File: src/rtl/note_player_pkg.sv
// Shared constants, state encoding and pitch helpers for the note player
// and its step lookup.
package note_player_pkg;

  localparam int NOTE_WIDTH     = 6;
  localparam int DURATION_WIDTH = 6;
  localparam int STEP_WIDTH     = 20;
  localparam int SAMPLE_RATE    = 48000;
  localparam int A4_NOTE        = 49;
  localparam int A4_FREQ        = 440;

  typedef enum logic {
    IDLE    = 1'b0,
    PLAYING = 1'b1
  } state_t;

  // 2^(s/12) scaled by 1e10, for one octave of semitone offsets
  function automatic logic [63:0] semitone_ratio(input int s);
    case (s)
      0:       return 64'd10000000000;
      1:       return 64'd10594630944;
      2:       return 64'd11224620483;
      3:       return 64'd11892071150;
      4:       return 64'd12599210499;
      5:       return 64'd13348398542;
      6:       return 64'd14142135624;
      7:       return 64'd14983070769;
      8:       return 64'd15874010520;
      9:       return 64'd16817928305;
      10:      return 64'd17817974363;
      default: return 64'd18877486254;
    endcase
  endfunction

endpackage

File: src/rtl/dffr.sv
// Plain register with asynchronous active-high clear.
module dffr #(
  parameter int WIDTH = 1
) (
  input  logic             clk,
  input  logic             reset,
  input  logic [WIDTH-1:0] d,
  output logic [WIDTH-1:0] q
);

  always_ff @(posedge clk or posedge reset) begin
    if (reset) q <= '0;
    else       q <= d;
  end

endmodule

File: src/rtl/note_player_step_rom.sv
// Combinational note-number to phase-step table, built from the equal-tempered
// pitch formula with A4 (note 49) at 440 Hz and a 48 kHz sample rate.
module note_player_step_rom
  import note_player_pkg::*;
(
  input  logic [NOTE_WIDTH-1:0] note,
  output logic [STEP_WIDTH-1:0] step
);

  // Note n sits (n-1)/12 octaves above note 1, which is four octaves below A4,
  // so the divisor starts 16x larger and halves once per octave.
  function automatic logic [STEP_WIDTH-1:0] calc_step(input int n);
    logic [63:0] num;
    logic [63:0] den;
    if (n == 0) return '0;
    num = 64'(A4_FREQ) * 64'(1 << STEP_WIDTH) * semitone_ratio((n - 1) % 12);
    den = (64'(SAMPLE_RATE) * 64'd10000000000 * 64'd16) >> ((n - 1) / 12);
    return STEP_WIDTH'((num + den / 2) / den);
  endfunction

  logic [STEP_WIDTH-1:0] rom [2**NOTE_WIDTH];

  for (genvar g = 0; g < 2**NOTE_WIDTH; g++) begin : gen_rom
    assign rom[g] = calc_step(g);
  end

  assign step = rom[note];

endmodule

File: src/rtl/note_player.sv
// Plays one note at a time from the sequencer: counts beats for its duration,
// pulses note_done at the end, and advances the phase accumulator on sample requests.
module note_player
  import note_player_pkg::*;
#(
  parameter int PHASE_WIDTH = STEP_WIDTH,
  parameter int INDEX_WIDTH = 10
) (
  input  logic                      clk,
  input  logic                      reset,
  input  logic                      play,
  input  logic                      new_note,
  input  logic [NOTE_WIDTH-1:0]     note,
  input  logic [DURATION_WIDTH-1:0] duration,
  input  logic                      activate,
  input  logic                      beat,
  input  logic                      generate_next_sample,
  output logic                      note_done,
  output logic [INDEX_WIDTH-1:0]    phase_index,
  output logic                      sample_valid,
  output logic                      rest,
  output logic                      note_active
);

  state_t                    state;
  state_t                    next_state;
  logic [0:0]                state_bits;
  logic [DURATION_WIDTH-1:0] beat_ctr;
  logic [DURATION_WIDTH-1:0] next_ctr;
  logic [PHASE_WIDTH-1:0]    phase;
  logic [PHASE_WIDTH-1:0]    next_phase;
  logic [NOTE_WIDTH-1:0]     note_q;
  logic                      activate_q;
  logic                      done_d;
  logic                      valid_d;
  logic [STEP_WIDTH-1:0]     step;

  note_player_step_rom u_step_rom (
    .note (note_q),
    .step (step)
  );

  dffr #(.WIDTH(1)) u_state_reg (
    .clk   (clk),
    .reset (reset),
    .d     (next_state),
    .q     (state_bits)
  );

  dffr #(.WIDTH(DURATION_WIDTH)) u_beat_ctr_reg (
    .clk   (clk),
    .reset (reset),
    .d     (next_ctr),
    .q     (beat_ctr)
  );

  dffr #(.WIDTH(PHASE_WIDTH)) u_phase_reg (
    .clk   (clk),
    .reset (reset),
    .d     (next_phase),
    .q     (phase)
  );

  assign state = state_t'(state_bits);

  // A load overrides everything else in its cycle; a zero-length note
  // finishes on its first PLAYING cycle without waiting for a beat.
  always_comb begin
    next_state = state;
    next_ctr   = beat_ctr;
    next_phase = phase;
    done_d     = 1'b0;
    valid_d    = 1'b0;
    if (play) begin
      valid_d = generate_next_sample;
      if (new_note) begin
        next_state = PLAYING;
        next_ctr   = duration;
        next_phase = '0;
      end else if (state == PLAYING) begin
        if (beat_ctr == '0) begin
          done_d     = 1'b1;
          next_state = IDLE;
        end else if (beat) begin
          next_ctr = beat_ctr - DURATION_WIDTH'(1);
          if (beat_ctr == DURATION_WIDTH'(1)) begin
            done_d     = 1'b1;
            next_state = IDLE;
          end
        end
        if (generate_next_sample && note_q != '0)
          next_phase = phase + PHASE_WIDTH'(step);
      end
    end
  end

  always_ff @(posedge clk or posedge reset) begin
    if (reset) begin
      note_q       <= '0;
      activate_q   <= 1'b0;
      note_done    <= 1'b0;
      sample_valid <= 1'b0;
    end else begin
      note_done    <= done_d;
      sample_valid <= valid_d;
      if (play && new_note) begin
        note_q     <= note;
        activate_q <= activate;
      end
    end
  end

  assign phase_index = phase[PHASE_WIDTH-1 -: INDEX_WIDTH];
  assign rest        = (state == IDLE) || (note_q == '0);
  assign note_active = (state == PLAYING) && activate_q;

endmodule

File: config.mk
export PLATFORM = sky130hd
export DESIGN_NAME = note_player
export DESIGN_NICKNAME = d
export VERILOG_FILES = /design/src/rtl/note_player_pkg.sv /design/src/rtl/dffr.sv /design/src/rtl/note_player_step_rom.sv /design/src/rtl/note_player.sv
export SDC_FILE = /design/constraint.sdc
export NUM_CORES = 1
export LEC_CHECK = 0
export BUFFER_PORTS_ARGS = -buffer_cell sky130_fd_sc_hd__buf_2
export CORE_UTILIZATION = 40
export DETAILED_ROUTE_END_ITERATION = 10
export GPL_TIMING_DRIVEN = 0
export PLACE_DENSITY = 0.62
export SLEW_MARGIN = 20
export SYNTH_ARGS = -nofsm -noshare
export SYNTH_HDL_FRONTEND = slang
export SYNTH_SLANG_ARGS = --single-unit
File: constraint.sdc
create_clock -name clk -period 4.9 [get_ports clk]
set_input_delay 0.735 -clock clk [delete_from_list [all_inputs] [get_ports clk]]
set_output_delay 0.735 -clock clk [all_outputs]
set_load 0.02 [all_outputs]
# Word level (Yosys, flattened, before mapping)
# Memories as Yosys holds them, arrays and structs flattened.
# Index checks and enable logic that the tools add are counted.
# totals
regBits	36
latch_bits	0
ram_bits	0
romBits	1280
inputBits	19
out_inout_bits	14
n_memories	1
# op_classes
addsub	2
mul	0
n_div	0
n_lt_le_gt_ge	1
eq_ne	2
shift	0
muxes	21
bitwise_logic	2
n_reduce_logical	12
# memory_table
name	depth	width	rd	rd_ports_with_merged_regs	write_ports	line_no	text
(no name shown)	64	20	1	0	0	note_player_step_rom.sv:27	assign step = rom[note];
# op_table
operator	count
20-bit two-way mux	5
6-bit two-way mux	4
20-bit adder	1
6-bit logical NOT	2
1-bit two-way mux	12
7-bit greater-or-equal comparator (second input constant)	1
6-bit inverter with 7-bit output	1
6-bit by 1-bit == test with 1-bit output (second input constant)	1
2-bit nonzero test	3
6-bit nonzero test	1
6-bit by 1-bit subtractor with 6-bit output (second input constant)	1
4-bit AND reduction	1
1-bit logical AND	3
3-bit AND reduction	1
2-bit inequality test (second input constant)	1
1-bit logical OR	1
1-bit inverter	1

# Depth between registers and ports, before layout
# logic_depth
word_depth	8
ltp_mapped	18
mapped_depth_nobuf	16

# Cells and area by module
# Synthesis repeated with hierarchy kept, for this count alone.
# unflattened
cells_unflattened	525
hier_area_um2	4001.3
# by_module_without_submodules
mod	instances	cells_each	area_per_inst_um2	seq_area_each_um2
note_player	1	272	1848.0	225.2
note_player_step_rom	1	223	1466.4	0.0
dffr at u_phase_reg	1	21	504.2	500.5
dffr at u_beat_ctr_reg	1	7	153.9	150.1
dffr at u_state_reg	1	2	28.8	25.0

# Worst setup path after synthesis
# No wires, ideal clock.
# synth_timing
path_kind	register to register
start	register note_q[0]
end	register u_phase_reg.q[19]
setup_time_ns	0.078
arrival_time_ns	3.984
t_required_ns	4.822
path_slack_ns	0.839
stages_incl_launch_ff	18
path_cell_list	dfrtp_1 > clkbuf_1 > clkinv_1 > ha_1 > clkbuf_1 > nor2_1 > a21oi_1 > nand2_1 > o21ai_0 > a21oi_1 > a21oi_1 > ha_1 > nand3_2 > or3_4 > o221ai_2 > a21oi_2 > or4_1 > a21oi_1
# synth_via
elab_chain_cells	8
# synth_lines
element	line_no	text
start: declaration	note_player.sv:32	logic [NOTE_WIDTH-1:0] note_q;
start signal: assignment	note_player.sv:107	note_q <= note;
6-bit inverter with 7-bit output (implied by the code)	note_player_step_rom.sv:27	
memory read 64 x 20 bit	--	
20-bit two-way mux (implied by the code) (2 in series)	note_player_step_rom.sv:27	
20-bit adder	note_player.sv:92	next_phase = phase + PHASE_WIDTH'(step);
20-bit two-way mux	note_player.sv:91	if (generate_next_sample && note_q != '0)
20-bit two-way mux	note_player.sv:80	end else if (state == PLAYING) begin
20-bit two-way mux	note_player.sv:76	if (new_note) begin
end signal: assignment	dffr.sv:12	if (reset) q <= '0;
end signal: assignment	dffr.sv:13	else q <= d;
end: declaration	dffr.sv:8	output logic [WIDTH-1:0] q
# Parallel ways exist; a longest one is shown, timed or not. The select of a mux whose other input is x is not followed.
# A chain may end at the register's enable or synchronous reset.

# Worst setup path in the final report
# layout_timing
start	register note_q[0]
end	register u_phase_reg.q[17]
# Same word-level chain as after synthesis.

==> out/results.txt <==
Setup repair after global routing left no endpoint under its margin. The post-synthesis async set-or-reset flop share is 1.00, and the clock network latency to the later pin of the worst-skew pair is 290 ps. The most common cell after layout, fill and taps aside is sky130_fd_sc_hd__nand2_1. Counting the fill cells in the layout gives 914. Derived from the worst setup path, the maximum achievable clock frequency is 0.216 GHz.

The first global-routing pass estimated 19.1 mm of wire. The run gives 0.612 as the remaining max-slew budget at the tightest pin. 0 antenna diodes ended up in the layout.

The via count normalized by instance count is 6.12, and the number of design rule violations left after detail routing is 0. The overall power of the completed layout is 1.51 mW. The die covers 0.00956 mm^2.

The tools report the nature of the critical path endpoint as a flop. The net count after synthesis came out at 545. In this run, the number of DRC markers left after iteration 0 of detailed routing was 245. The floorplan step set the die width to 97.8 um.

Part of the total power dissipated in combinational logic: 0.597. Via count of the first global-routing pass: 3717. TritonCTS built the clock tree. The switching share of power was 0.475. The region available for standard cell placement spans 0.00881 mm^2.

The number of max-slew violations in the final report was 0; the routability congestion estimate was 0.991. The power density relative to cell area was 369 mW/mm^2. After clock tree synthesis, the clock-pin slew on the worst setup and hold paths is 70 ps. At the pin with the least slew margin, the transition time is 582 ps. The logs give 0.00367 mm^2 for the summed instance area of the synthesized netlist and 5 for the number of detailed-route iterations in the first pass.

After floorplanning, the core was divided into 34 placement rows. The average cell area after synthesis was 7.39 um^2; the maximum number of buffers from clock root to sink was 2. The run finished with clean final reports. After detailed routing, the average wire length per cell comes to 17.8 um. Data arrives at the worst endpoint at 4840 ps. In this run the clock root is driven by a sky130_fd_sc_hd__clkbuf_8. The top fanout value on the critical path was 12.

The final layout contains routed wiring with a total length of 11.5 mm. The synthesis-to-layout area growth came out at 11.2%. The register area share after synthesis is 0.246, and the final net count is 585. Excluding fillers, the count of instances in the completed layout stands at 645. The type of element launching the critical path is a flop.

The post-synthesis cell type count came out at 59. After detailed placement, the design holds a cell count of 637. CTS built an H-tree with a depth of 2. The final route contains 3947 vias.

Count of yosys warnings during synthesis: 0. Counting flops with a built-in enable in the synthesized netlist gives 0. Setup violations remaining at the end of the flow were counted as 0.

The max-cap violation count was 0. The gate count after technology mapping came out at 496. The proportion of layout cells with a drive suffix above 1 was 0.123. The category of the critical setup timing path was reg -> reg. Number of primary I/O pins: 33.

The clock period could shrink to 4630 ps. For this run, the leading register cell type out of synthesis is sky130_fd_sc_hd__dfrtp_1. The total congestion overflow was 0; the power share of the sequential group was 0.262. The run gives 0.249 as the overall fraction of global-route tracks in use.

The logs give 0.252 mV for the maximum vdd drop and 0.791 mW for the internal power. The clock group share of total power was 0.140; the reported net switching power was 0.715 mW. The tools report the number of sinks driven by the clock tree as 36. Entering global routing, the biggest net connects 31 pins. In the layout the commonest cells are sky130_fd_sc_hd__nand2_1 (68), sky130_fd_sc_hd__a21oi_1 (64), sky130_fd_sc_hd__o21ai_0 (54). The wire-length estimate of the detail-placed layout is 8.44 mm. The tools report the number of hold buffers added after CTS as 0.

The logs give 0 for the hold violation total from the final report and 0.416 for the initial standard-cell utilization of the core. The synthesized design contains 36 register bits. Summed over all cells, the static leakage comes to 1.81 nW.

The initial antenna violation count is 0, and the CTS buffer count is 5. In this run the vertical extent of the chip is 97.8 um. The count of input and output buffers was 32; the remaining antenna violation count after routing was 0. The share of the clock period used by the worst path is 0.945, and the data required time of the worst path is 5110 ps. Between clock sinks in the finished design, the worst skew comes to 10.7 ps. The worst hold path class was in -> async.
metrics by stage:
stage / setup slack [ps] / instance area, um^2 / utilization / hold WS (ps) / setup TNS, ps
detailed placement: -367 / 3980 / 0.452 / 455 / -2860
floorplan: 839 / 3670 / - / 437 / 0
global route: 16.2 / 4080 / 0.463 / 326 / 0
global placement: -463 / 3960 / 0.450 / 454 / -4190
finish: 271 / 4080 / 0.463 / 332 / 0
CTS: 88.6 / 4070 / 0.462 / 325 / 0
kinds of logic (layout without fill, tap and decap cells):
group                    after synthesis  in the layout  synth area share
AO/OA/AOI/OAI                        191            191             0.321
AND/OR/NAND/NOR                      151            151             0.185
buffers and inverters                 65            106            0.0778
flip-flops                            36             36             0.246
adder cells (fa/ha/maj)               30             30             0.104
XOR/XNOR                              12             12            0.0287
multiplexers                          11             11            0.0372
worst max-delay path: stages, from the launching register on:
cell and delay [ps]:
sky130_fd_sc_hd__dfrtp_1 530, sky130_fd_sc_hd__clkbuf_2 310, sky130_fd_sc_hd__clkinv_2 250, sky130_fd_sc_hd__ha_1 360, sky130_fd_sc_hd__clkbuf_2 240, sky130_fd_sc_hd__nor2_4 270
sky130_fd_sc_hd__a21oi_1 110, sky130_fd_sc_hd__a211oi_1 350, sky130_fd_sc_hd__a21oi_1 80, sky130_fd_sc_hd__nor2_1 110, sky130_fd_sc_hd__a21oi_1 90, sky130_fd_sc_hd__ha_1 390
sky130_fd_sc_hd__nand2_1 130, sky130_fd_sc_hd__or3_4 360, sky130_fd_sc_hd__o221ai_2 200, sky130_fd_sc_hd__a21oi_2 140, sky130_fd_sc_hd__or4_1 480, sky130_fd_sc_hd__a21oi_1 150
worst paths after layout:
path	start	cells after the start	end	slack, ps
max	note_q[0]$_DFFE_PP0P_	17	u_phase_reg.q[17]$_DFFE_PP0P_	270
min	reset	2	note_q[3]$_DFFE_PP0P_	330
max reg2reg	note_q[0]$_DFFE_PP0P_	17	u_phase_reg.q[17]$_DFFE_PP0P_	270
min reg2reg	activate_q$_DFFE_PP0P_	2	activate_q$_DFFE_PP0P_	470
max in group asynchronous	reset	3	u_phase_reg.q[7]$_DFFE_PP0P_	4160
min in group clk	activate_q$_DFFE_PP0P_	2	activate_q$_DFFE_PP0P_	470
flip-flops by register name (all words and copies together) (netlist names):
name / cells
u_beat_ctr_reg.q: 6
u_phase_reg.q: 20
sample_valid: 1
note_q: 6
note_done: 1
u_state_reg.q: 1
activate_q: 1
power groups by stage:
stage | clock [mW] | sequential [mW] | combinational [mW]
global route | 0.232 | 0.404 | 0.991
floorplan | 0 | 0.387 | 0.669
detailed placement | 0 | 0.399 | 0.875
CTS | 0.221 | 0.394 | 0.882
global placement | 0 | 0.396 | 0.866
finish | 0.211 | 0.395 | 0.900
area by class of cell:
cell class,instances,area [um^2],share of cell area
Buffer,43,205,0.0503
Multi-Input combinational cell,395,2490,0.610
Tap cell,108,135,0.0331
Clock inverter,1,8.76,0.00215
Clock buffer,7,76.3,0.0187
Inverter,22,83.8,0.0206
Timing Repair Buffer,33,180,0.0442
Sequential cell,36,901,0.221
cell usage after synthesis, types with 2 or more instances:
cell | number | share of area
sky130_fd_sc_hd__a211oi_1 | 9 | 0.018
sky130_fd_sc_hd__a21o_1 | 7 | 0.014
sky130_fd_sc_hd__a21oi_1 | 64 | 0.087
sky130_fd_sc_hd__a221oi_1 | 2 | 0.0048
sky130_fd_sc_hd__a22o_1 | 2 | 0.0048
sky130_fd_sc_hd__a311oi_1 | 7 | 0.017
sky130_fd_sc_hd__a31oi_1 | 7 | 0.012
sky130_fd_sc_hd__a41o_1 | 2 | 0.0055
sky130_fd_sc_hd__a41oi_1 | 2 | 0.0048
sky130_fd_sc_hd__and2_1 | 4 | 0.0068
sky130_fd_sc_hd__and3_1 | 2 | 0.0034
sky130_fd_sc_hd__buf_1 | 9 | 0.0092
sky130_fd_sc_hd__buf_2 | 3 | 0.0041
sky130_fd_sc_hd__buf_4 | 10 | 0.020
sky130_fd_sc_hd__clkbuf_1 | 21 | 0.021
sky130_fd_sc_hd__clkinv_1 | 3 | 0.0031
sky130_fd_sc_hd__dfrtp_1 | 36 | 0.25
sky130_fd_sc_hd__ha_1 | 29 | 0.099
sky130_fd_sc_hd__inv_1 | 19 | 0.019
sky130_fd_sc_hd__mux2i_1 | 8 | 0.022
sky130_fd_sc_hd__mux4_2 | 2 | 0.012
sky130_fd_sc_hd__nand2_1 | 68 | 0.070
sky130_fd_sc_hd__nand2b_1 | 5 | 0.0085
sky130_fd_sc_hd__nand3_1 | 6 | 0.0082
sky130_fd_sc_hd__nor2_1 | 39 | 0.040
sky130_fd_sc_hd__nor2b_1 | 7 | 0.012
sky130_fd_sc_hd__nor3_1 | 7 | 0.0096
sky130_fd_sc_hd__nor3b_1 | 2 | 0.0041
sky130_fd_sc_hd__nor4_1 | 3 | 0.0051
sky130_fd_sc_hd__o211ai_1 | 10 | 0.020
sky130_fd_sc_hd__o21ai_0 | 55 | 0.075
sky130_fd_sc_hd__o21bai_1 | 2 | 0.0041
sky130_fd_sc_hd__o22ai_1 | 2 | 0.0034
sky130_fd_sc_hd__o311ai_0 | 2 | 0.0048
sky130_fd_sc_hd__o31ai_1 | 5 | 0.010
sky130_fd_sc_hd__or4_1 | 2 | 0.0041
sky130_fd_sc_hd__xnor2_1 | 8 | 0.019
sky130_fd_sc_hd__xor2_1 | 4 | 0.0096
timing repair:
item                                    CTS  global route
buffers inserted                          0             0
endpoints found under the setup margin   14            11
hold endpoints to repair                  0             0
gates resized for setup                   3             4
per-layer routing:
layer	wire (um)	GRT usage	up-vias
li1	-	-	1864
met1	5180	0.345	1866
met2	5090	0.382	183
met3	826	0.0372	34
met4	380	0.117	0
met5	0	0	-
(Power assumes the default switching activity.)
